## src/rtl/ip_tx_hdr_insert_pipe.sv

```systemverilog
// ip_tx_hdr_insert_pipe: checksums a 20-byte IPv4 header and prepends it to a payload stream,
// realigning payload bytes so header and payload leave as one contiguous MSB-first stream.
module ip_tx_hdr_insert_pipe #(
  parameter int DATA_WIDTH = 512,
  parameter int DATA_BYTES = DATA_WIDTH/8,
  parameter int PADBYTES_WIDTH = $clog2(DATA_BYTES),
  parameter int IP_HDR_BYTES = 20
) (
  input  logic                      clk,
  input  logic                      rst,
  input  logic                      src_ip_format_tx_hdr_val,
  input  logic [IP_HDR_BYTES*8-1:0] src_ip_format_tx_hdr,
  output logic                      ip_format_src_tx_hdr_rdy,
  input  logic                      src_ip_format_tx_data_val,
  input  logic [DATA_WIDTH-1:0]     src_ip_format_tx_data,
  input  logic                      src_ip_format_tx_last,
  input  logic [PADBYTES_WIDTH-1:0] src_ip_format_tx_padbytes,
  output logic                      ip_format_src_tx_data_rdy,
  output logic                      ip_format_dst_tx_val,
  output logic [DATA_WIDTH-1:0]     ip_format_dst_tx_data,
  output logic                      ip_format_dst_tx_last,
  output logic [PADBYTES_WIDTH-1:0] ip_format_dst_tx_padbytes,
  input  logic                      dst_ip_format_tx_rdy
);
  localparam int HW = IP_HDR_BYTES*8;
  localparam int BW = DATA_WIDTH - HW;
  localparam logic [PADBYTES_WIDTH-1:0] HB = PADBYTES_WIDTH'(IP_HDR_BYTES);
  localparam logic [PADBYTES_WIDTH-1:0] DP = PADBYTES_WIDTH'(DATA_BYTES - IP_HDR_BYTES);
  localparam logic [2:0] S_IDLE  = 3'd0;
  localparam logic [2:0] S_SUM   = 3'd1;
  localparam logic [2:0] S_FOLD  = 3'd2;
  localparam logic [2:0] S_FIRST = 3'd3;
  localparam logic [2:0] S_BODY  = 3'd4;
  localparam logic [2:0] S_DRAIN = 3'd5;

  logic [2:0]                r_state;
  logic [2:0]                w_next;
  logic [HW-1:0]             r_hdr;
  logic [HW-1:0]             r_carry;
  logic [19:0]               r_sum;
  logic                      r_hdr_only;
  logic [PADBYTES_WIDTH-1:0] r_drain_pad;
  logic [19:0]               w_sum;
  logic [16:0]               w_fold;
  logic [15:0]               w_ck;
  logic                      w_stream;
  logic                      w_tail;
  logic                      w_fire;
  logic                      w_big;
  logic [2:0]                w_after;
  logic [HW-1:0]             w_lead;
  logic [DATA_WIDTH-1:0]     w_raw;
  logic [DATA_WIDTH-1:0]     w_mask;
  logic [PADBYTES_WIDTH-1:0] w_pad_raw;
  logic [PADBYTES_WIDTH:0]   w_keep;

  // checksum word (index 5) is excluded from the sum
  always_comb begin
    w_sum = '0;
    for (int i = 0; i < 10; i++)
      if (i != 5) w_sum = w_sum + 20'(r_hdr[HW-1-16*i -: 16]);
  end

  assign w_fold = {1'b0, r_sum[15:0]} + 17'(r_sum[19:16]);
  assign w_ck   = ~(w_fold[15:0] + 16'(w_fold[16]));

  assign w_stream = (r_state == S_FIRST && !r_hdr_only) || r_state == S_BODY;
  assign w_tail   = (r_state == S_FIRST && r_hdr_only) || r_state == S_DRAIN;
  assign w_fire   = w_stream && src_ip_format_tx_data_val && dst_ip_format_tx_rdy;
  assign w_big    = src_ip_format_tx_padbytes >= HB;
  assign w_after  = !src_ip_format_tx_last ? S_BODY : w_big ? S_IDLE : S_DRAIN;
  assign w_lead   = r_state == S_FIRST ? r_hdr : r_carry;

  assign ip_format_src_tx_hdr_rdy  = r_state == S_IDLE;
  assign ip_format_src_tx_data_rdy = w_stream && dst_ip_format_tx_rdy;
  assign ip_format_dst_tx_val      = w_stream ? src_ip_format_tx_data_val : w_tail;
  assign ip_format_dst_tx_last     = w_stream ? (src_ip_format_tx_last && w_big) : w_tail;

  assign w_pad_raw = w_stream ? src_ip_format_tx_padbytes - HB :
                     r_state == S_DRAIN ? r_drain_pad : DP;
  assign ip_format_dst_tx_padbytes = ip_format_dst_tx_last ? w_pad_raw : '0;

  // only the leading (DATA_BYTES - padbytes) bytes survive; the rest are forced to zero
  assign w_keep = (PADBYTES_WIDTH+1)'(DATA_BYTES) - {1'b0, ip_format_dst_tx_padbytes};
  assign w_mask = ~({DATA_WIDTH{1'b1}} >> {w_keep, 3'b000});
  assign w_raw  = w_tail ? {w_lead, {BW{1'b0}}} : {w_lead, src_ip_format_tx_data[DATA_WIDTH-1 -: BW]};
  assign ip_format_dst_tx_data = w_raw & w_mask;

  always_comb begin
    w_next = r_state;
    case (r_state)
      S_IDLE:  w_next = src_ip_format_tx_hdr_val ? S_SUM : S_IDLE;
      S_SUM:   w_next = S_FOLD;
      S_FOLD:  w_next = S_FIRST;
      S_FIRST: w_next = r_hdr_only ? (dst_ip_format_tx_rdy ? S_IDLE : S_FIRST) : (w_fire ? w_after : S_FIRST);
      S_BODY:  w_next = w_fire ? w_after : S_BODY;
      S_DRAIN: w_next = dst_ip_format_tx_rdy ? S_IDLE : S_DRAIN;
      default: w_next = S_IDLE;
    endcase
  end

  always_ff @(posedge clk or posedge rst)
    if (rst) r_state <= S_IDLE;
    else     r_state <= w_next;

  always_ff @(posedge clk) begin
    if (r_state == S_IDLE && src_ip_format_tx_hdr_val) r_hdr <= src_ip_format_tx_hdr;
    if (r_state == S_SUM) r_sum <= w_sum;
    if (r_state == S_FOLD) begin
      r_hdr[79:64] <= w_ck;
      r_hdr_only   <= r_hdr[143:128] == 16'(IP_HDR_BYTES);
    end
    if (w_fire) begin
      r_carry     <= src_ip_format_tx_data[HW-1:0];
      r_drain_pad <= DP + src_ip_format_tx_padbytes;
    end
  end
endmodule

```

## config.mk

```make
export PLATFORM = sky130hd
export DESIGN_NAME = ip_tx_hdr_insert_pipe
export DESIGN_NICKNAME = d
export VERILOG_FILES = /design/src/rtl/ip_tx_hdr_insert_pipe.sv
export SDC_FILE = /design/constraint.sdc
export NUM_CORES = 1
export LEC_CHECK = 0
export ABC_CLOCK_PERIOD_IN_PS = 10400
export CAP_MARGIN = 25
export CORE_AREA = 2 2 469 471
export CTS_CLUSTER_DIAMETER = 50
export CTS_CLUSTER_SIZE = 40
export DETAILED_ROUTE_END_ITERATION = 10
export DIE_AREA = 0 0 471 473
export GPL_ROUTABILITY_DRIVEN = 0
export PLACE_DENSITY = 0.3
export SKIP_CTS_REPAIR_TIMING = 1
export SKIP_LAST_GASP = 1
export SYNTH_ARGS = -nofsm -noshare
export SYNTH_HDL_FRONTEND = slang
export SYNTH_SLANG_ARGS = --single-unit
```

## constraint.sdc

```tcl
create_clock -name clk -period 10.4 [get_ports clk]
set_input_delay 2.6 -clock clk [delete_from_list [all_inputs] [get_ports clk]]
set_output_delay 2.6 -clock clk [all_outputs]
set_load 0.005 [all_outputs]
```

==> results of run 1 <==
==> final cells by class <==
class	count	area, sq um
Sequential cell	350	10500
Clock buffer	79	1830
Fill cell	24300	178000
Timing Repair Buffer	1287	12800
Antenna cell	41	103
Multi-Input combinational cell	1380	10400
Tap cell	2871	3590
Clock inverter	52	654
Inverter	193	724
==> layout by cell type, fill, tap and decap left out, types with 8 or more instances in the layout <==
cell and instances:
o21a_1 8, xnor2_1 20, inv_6 12, diode_2 41, edfxtp_1 347, xor2_1 9, buf_12 15, nor4_1 8
nor3_1 21, ha_1 33, a21oi_1 176, and2_1 93, and3_1 59, a221oi_4 8, nor3b_1 122, buf_4 109
nand2_1 273, and4_1 10, o22ai_1 28, nor2_1 99, a211oi_1 38, nand2b_1 8, clkbuf_16 72, fa_1 111
inv_1 188, nand3_1 36, o21ai_0 30, bufinv_16 8, clkdlybuf4s50_1 1163, mux2i_1 53
==> cell usage after synthesis, types with 10 or more instances <==
cell,instances
and4_1,10
ha_1,33
clkbuf_1,60
nand3_1,36
nand2_1,275
mux2i_1,53
buf_2,27
edfxtp_1,347
o22ai_1,28
xnor2_1,20
a211oi_1,38
nor2_1,102
and2_1,94
inv_1,188
fa_1,111
and3_1,59
o21ai_0,30
nor3_1,23
a21oi_1,176
nor3b_1,122
==> power by group <==
group	total, uW	internal, uW	leakage, uW	switching (uW)
logic	11900	4930	0.0103	6980
clock network	2440	1500	0.00119	937
registers	2130	1970	0.00320	158
==> how the worst min path moves through the flow <==
stage	startpoint	endpoint	slack [ns]	depth (start not counted)
after floorplan	r_state[2]	r_state[1]	0.55	2
after detailed placement	r_state[2]	r_state[1]	0.69	1
final	r_state[2]	r_state[1]	0.70	1
after global placement	r_state[2]	r_state[1]	0.69	1
after global routing	r_state[2]	r_state[1]	0.74	1
after CTS	r_state[2]	r_state[1]	0.71	1
==> registers in the layout, indices dropped and copies added (netlist names) <==
| name | flops |
|---|---|
| r_state | 3 |
| r_sum | 20 |
| r_hdr | 160 |
| r_hdr_only | 1 |
| r_carry | 160 |
| r_drain_pad | 6 |
==> stage by stage <==
stage                util  total power (uW)  area [sq um]  setup WS [ns]  instances
floorplan               -              6970         22000           1.91       2023
global placement    0.174             14400         37900          0.433       6079
detailed placement  0.174             14300         37900          0.378       6081
CTS                 0.185             16900         40400          0.368       6212
global route        0.186             17600         40500          0.269       6235
finish              0.186             16500         40500          0.481       6253
==> kinds of logic after synthesis <==
kind of cell | after synthesis
compound gates | 381
xor+xnor | 29
fa+ha+maj | 144
buf+inv | 293
flops | 350
mux | 53
simple gates | 773
==> per-layer routing <==
metal  GRT usage  share of wire  vias to the layer above  routed length, um
met5           0         0.0032                        -                648
li1            -              -                     9772                  -
met1       0.180           0.36                    10600              72000
met4      0.0585          0.034                       96               6820
met2       0.316           0.52                     1059             103000
met3      0.0663          0.085                      336              17000
==> worst max-delay path: stages <==
cell and delay [ns]:
clkdlybuf4s50_1 0.56, ha_1 0.28, nor4bb_2 0.19, o31a_1 0.37
a32oi_2 0.49, ha_1 0.31, inv_1 0.11, ha_1 0.32
buf_4 0.24, nor2b_2 0.26, o21ai_1 0.13, a2111oi_2 0.46
buf_4 0.26, and2_1 0.16, clkdlybuf4s50_1 0.56
==> results.cfg, run 1 <==
[logic_synthesis]
synth-main-ff-cell = edfxtp_1
synthMuxAreaShare = 0.0242
synth_compound_area_frac = 0.123
synth_area_leader_cell = edfxtp_1
synthXorXnorAreaFrac = 0.0116
ys_warn_count = 0
synth-seq-cells = 350
synth-edff-count = 347
syn_nets = 2851
synth.avg_cell_area_sq_um = 10.8
synth_area_leaders = edfxtp_1 (47%), fa_1 (10%), nand2_1 (4.7%)
synthCells = 2023
synth_top_family_by_area = simple AND/OR/NAND/NOR gates
synth_cell_types = 84
synth_fa_ha_area_frac = 0.120
async_flop_share = 0.00857
synth_top_area_share = 0.475
yosys.area_share.simple = 0.189
yosysSeqAreaShare = 0.478
syn_area_sq_um = 21900

[critical_path]
r2r_start = r_hdr[130]
r2r_end = r_sum[18]
cp_max_fo = 13
crit_path_start_kind = primary input
reg2reg_slack_ns = 4.88
startpoint = src_ip_format_tx_padbytes[2]
required_ns = 7.80
path_class = primary input to output port
rr_worst_depth = 16
cp-endpoint = ip_format_dst_tx_data[147]
crit_path_end_kind = output port
arrival_ns = 7.32

[sta]
rsz0062_at_grt = no
finalMaxSlewViolations = 0
hold_viol = 0
fin_crit_ns = 9.92
relSlewSlack = 0.252
hold-worst-slack_ns = 0.701
finalSetupTns_ns = 0
fmax_mhz = 101
fin_skew_ns = 0.0448
max_slew.worst_pin.slew_ns = 1.12
period_share = 0.954
setup_viol = 0

[grt]
grt_max_degree = 121
grt.total_usage = 0.173
antenna_found_initial = 152
grt_pass1_vias = 22800
grt_pass1_wl_mm = 250
grt_overflow = 0

[drt]
route.detailed.drc = 0
drt_iter0_markers = 1234
vias = 21900
viasPerCell = 3.50
wire_per_inst_um = 31.9
wirelength_mm = 200
firstDrtPassIters = 5
drtAntennaViolNets = 0

[flow_run]
maxCapViolations = 0

[min_path]
hp-class = register to register

[power]
leakage_uw = 0.0147
irDropWorstVdd_uv = 370
power.density_nw_per_um2 = 406

[final_layout]
drive_gt1_frac = 0.0973
area_growth_pct = 84.7
num-nets-final = 4112

[cts]
cts_num_sinks = 350
cts_buffers = 72
clkTransAtPathRegs_ns = 0.05
clock_path_buffers = 3
cts_tree = done
cts-root-buf = clkbuf_16
h-tree-depth = 3
clk_latency_ns = 0.69

[die]
die_y_um = 473
io_pins = 1206
dieArea_sq_um = 223000
die_width_um = 471
start_util = 0.101
coreArea_sq_um = 218000
rows = 172

[placement]
io_buffer_count = 1205
dp_hpwl_mm = 173

[status]
status = completed
Note: power is estimated with default switching activity, not from simulation.
==> run 2: changes to the inputs <==
Settings changed: CORE_AREA 2 2 469 471 to 5 5 472 474, DIE_AREA 0 0 471 473 to 0 0 477 479.
==> run 2 against run 1 <==
Via count is 0.87% lower; total power fell by 2.0%; clock skew down 0.0020 ns; worst setup slack got worse by 0.13 ns; critical path type unchanged; highest routed layer unchanged.
==> results.cfg, run 2 (same netlist as run 1, synthesis figures left out) <==
[status]
status = completed

[critical_path]
path_class = primary input to output port
rr_worst_depth = 16
crit_buf_inv = 4
r2r_start = r_hdr[130]
required_ns = 7.80
path_cells = clkdlybuf4s50_1 > ha_1 > nor4bb_2 > o31a_1 > a32oi_2 > ha_1 > nand3_1 > o211ai_4 > buf_4 > a22oi_2 > buf_4 > a211oi_1 > clkdlybuf4s50_1
worst_path_max_delay_cell = clkdlybuf4s50_1
arrival_ns = 7.45
max_stage_delay_ns = 0.65
cp_max_fo = 22
crit_path_start_kind = primary input
crit_path_end_kind = output port
r2r_end = r_sum[18]
critPathTopFamily = buffers and inverters
reg2reg_slack_ns = 4.85

[die]
rows = 172
start_util = 0.100
die_y_um = 479
coreArea_sq_um = 218000
dieArea_sq_um = 228000
io_pins = 1206
die_width_um = 477

[grt]
grt_max_degree = 121
grt_pass1_wl_mm = 251
grt_pass1_vias = 22900
grt_overflow = 0
grt.total_usage = 0.167
antenna_found_initial = 163

[drt]
vias = 21700
drtAntennaViolNets = 0
wire_per_inst_um = 31.9
drt_iter0_markers = 1150
firstDrtPassIters = 5
wirelength_mm = 199
route.met3.wl_mm = 21.6
highest-signal-layer = met5
m1WireLength_mm = 70.0
viasPerCell = 3.47
wl_met2_mm = 99.4
route.detailed.drc = 0

[sta]
max_slew.worst_pin.slew_ns = 1.02
finalSetupTns_ns = 0
fin_skew_ns = 0.0428
setup_viol = 0
relSlewSlack = 0.319
fin_crit_ns = 10.05
rsz0062_at_grt = no
period_share = 0.966
hold_viol = 0
fmax_mhz = 99.5
finalMaxSlewViolations = 0

[power]
switching_power_uw = 7850
power_uw = 16100
p_seq_frac = 0.132
power.density_nw_per_um2 = 400
leakage_uw = 0.0146
clock_power_share = 0.151
p_comb_frac = 0.718
power.internal_uw = 8300
p_sw_frac = 0.486
irDropWorstVdd_uv = 291

[cts]
cts-root-buf = clkbuf_16
cts_buffers = 73
cts_num_sinks = 350
h-tree-depth = 3
cts_tree = done
clock_path_buffers = 3
clkTransAtPathRegs_ns = 0.05
clk_latency_ns = 0.68

[min_path]
hold-path-cell-count = 1
hp-start = r_state[2]
hp-class = register to register
holdPathEnd = r_state[1]

[final_layout]
area_growth_pct = 83.8
num-nets-final = 4090
fin_area_sq_um = 40300
stdcell_count = 6244
drive_gt1_frac = 0.0895
final_cell_mix = clkdlybuf4s50_1 (1169), edfxtp_1 (347), nand2_1 (273), inv_1 (188), a21oi_1 (176)
top_regs = r_carry x160, r_hdr x160, r_sum x20
mostFrequentLayoutCell = clkdlybuf4s50_1

[flow_run]
maxCapViolations = 0

[placement]
io_buffer_count = 1205
dp_cells = 6058
dp_hpwl_mm = 173
placedInstanceArea_sq_um = 37700
## run 2: cell count changes in the layout (fill, tap and decap cells not counted), moves of 5 or more
cell,before,now
clkdlybuf4s50_1,1163,1169
buf_4,109,87
buf_12,15,8
inv_6,12,7
diode_2,41,55
clkinvlp_4,6,11
## run 2: per-stage QoR
step	util	hold WS (ns)	setup WS, ns
floorplan	-	0.546	1.91
global placement	0.173	0.687	0.203
detailed placement	0.173	0.685	0.215
CTS	0.184	0.707	0.200
global route	0.184	0.738	0.113
finish	0.185	0.706	0.350
## run 2: area by class of cell
cell class                      instances  area [sq um]
Multi-Input combinational cell       1380         10400
Sequential cell                       350         10500
Tap cell                             2871          3590
Timing Repair Buffer                 1264         12500
Fill cell                           24300        178000
Clock buffer                           78          1850
Antenna cell                           55           138
Clock inverter                         53           658
Inverter                              193           724
## run 2: power groups by stage
stage                     clock network [uW]  registers [uW]  logic [uW]
after floorplan                            0            2090        4880
after global placement                     0            2160       12000
after detailed placement                   0            2170       12000
after CTS                               2540            2140       12000
after global routing                    2590            2150       12700
final                                   2430            2130       11600
## run 2: worst max-delay path by stage
stage	slack, ns	to	from	cells past startpoint
5_1_grt	0.11	ip_format_dst_tx_data[306]	src_ip_format_tx_padbytes[3]	15
4_1_cts	0.20	ip_format_dst_tx_data[27]	src_ip_format_tx_padbytes[3]	13
3_3_place_gp	0.20	ip_format_dst_tx_data[27]	src_ip_format_tx_padbytes[3]	13
6_report	0.35	ip_format_dst_tx_data[329]	src_ip_format_tx_padbytes[2]	13
3_5_place_dp	0.21	ip_format_dst_tx_data[27]	src_ip_format_tx_padbytes[2]	12
2_1_floorplan	1.91	ip_format_dst_tx_data[304]	src_ip_format_tx_padbytes[3]	14
## run 2: metal layers
metal / vias up / global-route usage
met4: 100 / 0.0548
met5: - / 0
met3: 336 / 0.0811
met2: 1085 / 0.299
met1: 10400 / 0.171
li1: 9755 / -
==> run 3: changes to the inputs <==
Settings changed: CTS_CLUSTER_DIAMETER 50 to 200.
==> run 3 against run 2 <==
Clock power down 65%; combinational power about the same; clock skew up 0.036 ns; critical path depth unchanged; via count down 2.3%; worst setup slack worse by 0.0074 ns; clock-buffer cell count down 63; non-clock buffer count unchanged; final cell count down 1.8%; sequential power about the same.
==> results.cfg, run 3 (same netlist as run 1, synthesis figures left out) <==
[status]
status = completed

[drt]
vias = 21200
firstDrtPassIters = 5
wirelength_mm = 198
drtAntennaViolNets = 0
wire_per_inst_um = 32.2
viasPerCell = 3.46
route.detailed.drc = 0
drt_iter0_markers = 1154

[power]
p_sw_frac = 0.516
switching_power_uw = 7510
power.internal_uw = 7060
irDropWorstVdd_uv = 288
power.density_nw_per_um2 = 380
p_seq_frac = 0.146
leakage_uw = 0.0136
p_comb_frac = 0.797
clock_power_share = 0.058

[final_layout]
top_regs = r_carry x160, r_hdr x160, r_sum x20
stdcell_count = 6133
fillers = 24400
final_cell_mix = clkdlybuf4s50_1 (1169), edfxtp_1 (347), nand2_1 (273), inv_1 (188), a21oi_1 (176)
post-route-util = 0.175
mostFrequentLayoutCell = clkdlybuf4s50_1
num-nets-final = 4031
drive_gt1_frac = 0.0621
area_growth_pct = 74.5

[cts]
clkTransAtPathRegs_ns = 0.17
cts_num_sinks = 350
clock_path_buffers = 3
clk_latency_ns = 0.60
cts_buffers = 14
h-tree-depth = 1
cts-root-buf = clkbuf_16
cts_tree = done

[critical_path]
max_stage_delay_ns = 0.65
arrival_ns = 7.46
critical_path_cell_count = 13
cp_max_fo = 22
crit_path_end_kind = output port
path_cells = clkdlybuf4s50_1 > ha_1 > nor4bb_2 > o31a_1 > a32oi_2 > ha_1 > nand3_1 > o211ai_4 > buf_4 > a22oi_2 > buf_4 > a211oi_1 > clkdlybuf4s50_1
r2r_end = r_sum[18]
r2r_start = r_hdr[130]
critPathTopFamily = compound AO/OA/AOI/OAI gates
crit_path_start_kind = primary input
cp-endpoint = ip_format_dst_tx_data[329]
required_ns = 7.80
path_class = primary input to output port
reg2reg_slack_ns = 4.85
startpoint = src_ip_format_tx_padbytes[2]
worst_path_max_delay_cell = clkdlybuf4s50_1
rr_worst_depth = 16
crit_buf_inv = 4

[sta]
rsz0062_at_grt = no
fmax_mhz = 99.4
setup_viol = 0
relSlewSlack = 0.292
fin_skew_ns = 0.0792
hold_viol = 0
period_share = 0.967
max_slew.worst_pin.slew_ns = 1.06
finalMaxSlewViolations = 0
fin_crit_ns = 10.06
finalSetupTns_ns = 0
hold-worst-slack_ns = 0.719

[die]
die_y_um = 479
die_width_um = 477
start_util = 0.100
coreArea_sq_um = 218000
dieArea_sq_um = 228000
io_pins = 1206
rows = 172

[grt]
grt_max_degree = 121
grt.total_usage = 0.165
antenna_found_initial = 165
grt_pass1_vias = 22200
grt_overflow = 0
grt_pass1_wl_mm = 249

[placement]
dp_cells = 6058
io_buffer_count = 1205
dp_hpwl_mm = 173

[min_path]
hp-class = register to register

[flow_run]
maxCapViolations = 0
## run 3: through the flow
step	setup WS [ns]	power, uW	area, sq um
after floorplan	1.91	6970	22000
after global routing	0.113	15800	38200
final	0.343	14600	38300
after global placement	0.203	14200	37700
after detailed placement	0.215	14100	37700
after CTS	0.200	15100	38200
## run 3: power by group through the flow
stage / registers, uW / clock network, uW / logic (uW)
3_5_place_dp: 2170 / 0 / 12000
2_1_floorplan: 2090 / 0 / 4880
4_1_cts: 2130 / 916 / 12000
3_3_place_gp: 2160 / 0 / 12000
6_report: 2120 / 842 / 11600
5_1_grt: 2150 / 948 / 12700
## run 3: worst min-delay path by stage
stage	startpoint	endpoint	slack (ns)	cells past startpoint
floorplan	r_state[2]	r_state[1]	0.55	2
global placement	r_state[2]	r_state[1]	0.69	1
detailed placement	r_state[2]	r_state[1]	0.69	1
CTS	r_state[2]	r_state[1]	0.72	1
global route	r_state[2]	r_state[1]	0.75	1
finish	r_state[2]	r_state[1]	0.72	1
## run 3: cell type report
class	instances	area (sq um)	share of cell area
Timing Repair Buffer	1264	12500	0.327
Sequential cell	350	10500	0.274
Multi-Input combinational cell	1380	10400	0.271
Tap cell	2871	3590	0.0938
Inverter	193	724	0.0189
Clock buffer	15	375	0.00980
Antenna cell	55	138	0.00359
Clock inverter	5	93.8	0.00245
## run 3: metal layers
layer	wire length (um)	vias up	GRT usage
li1	-	9560	-
met1	71100	10200	0.173
met3	19700	304	0.0724
met4	7120	102	0.0475
met2	98900	1003	0.299
met5	630	-	0
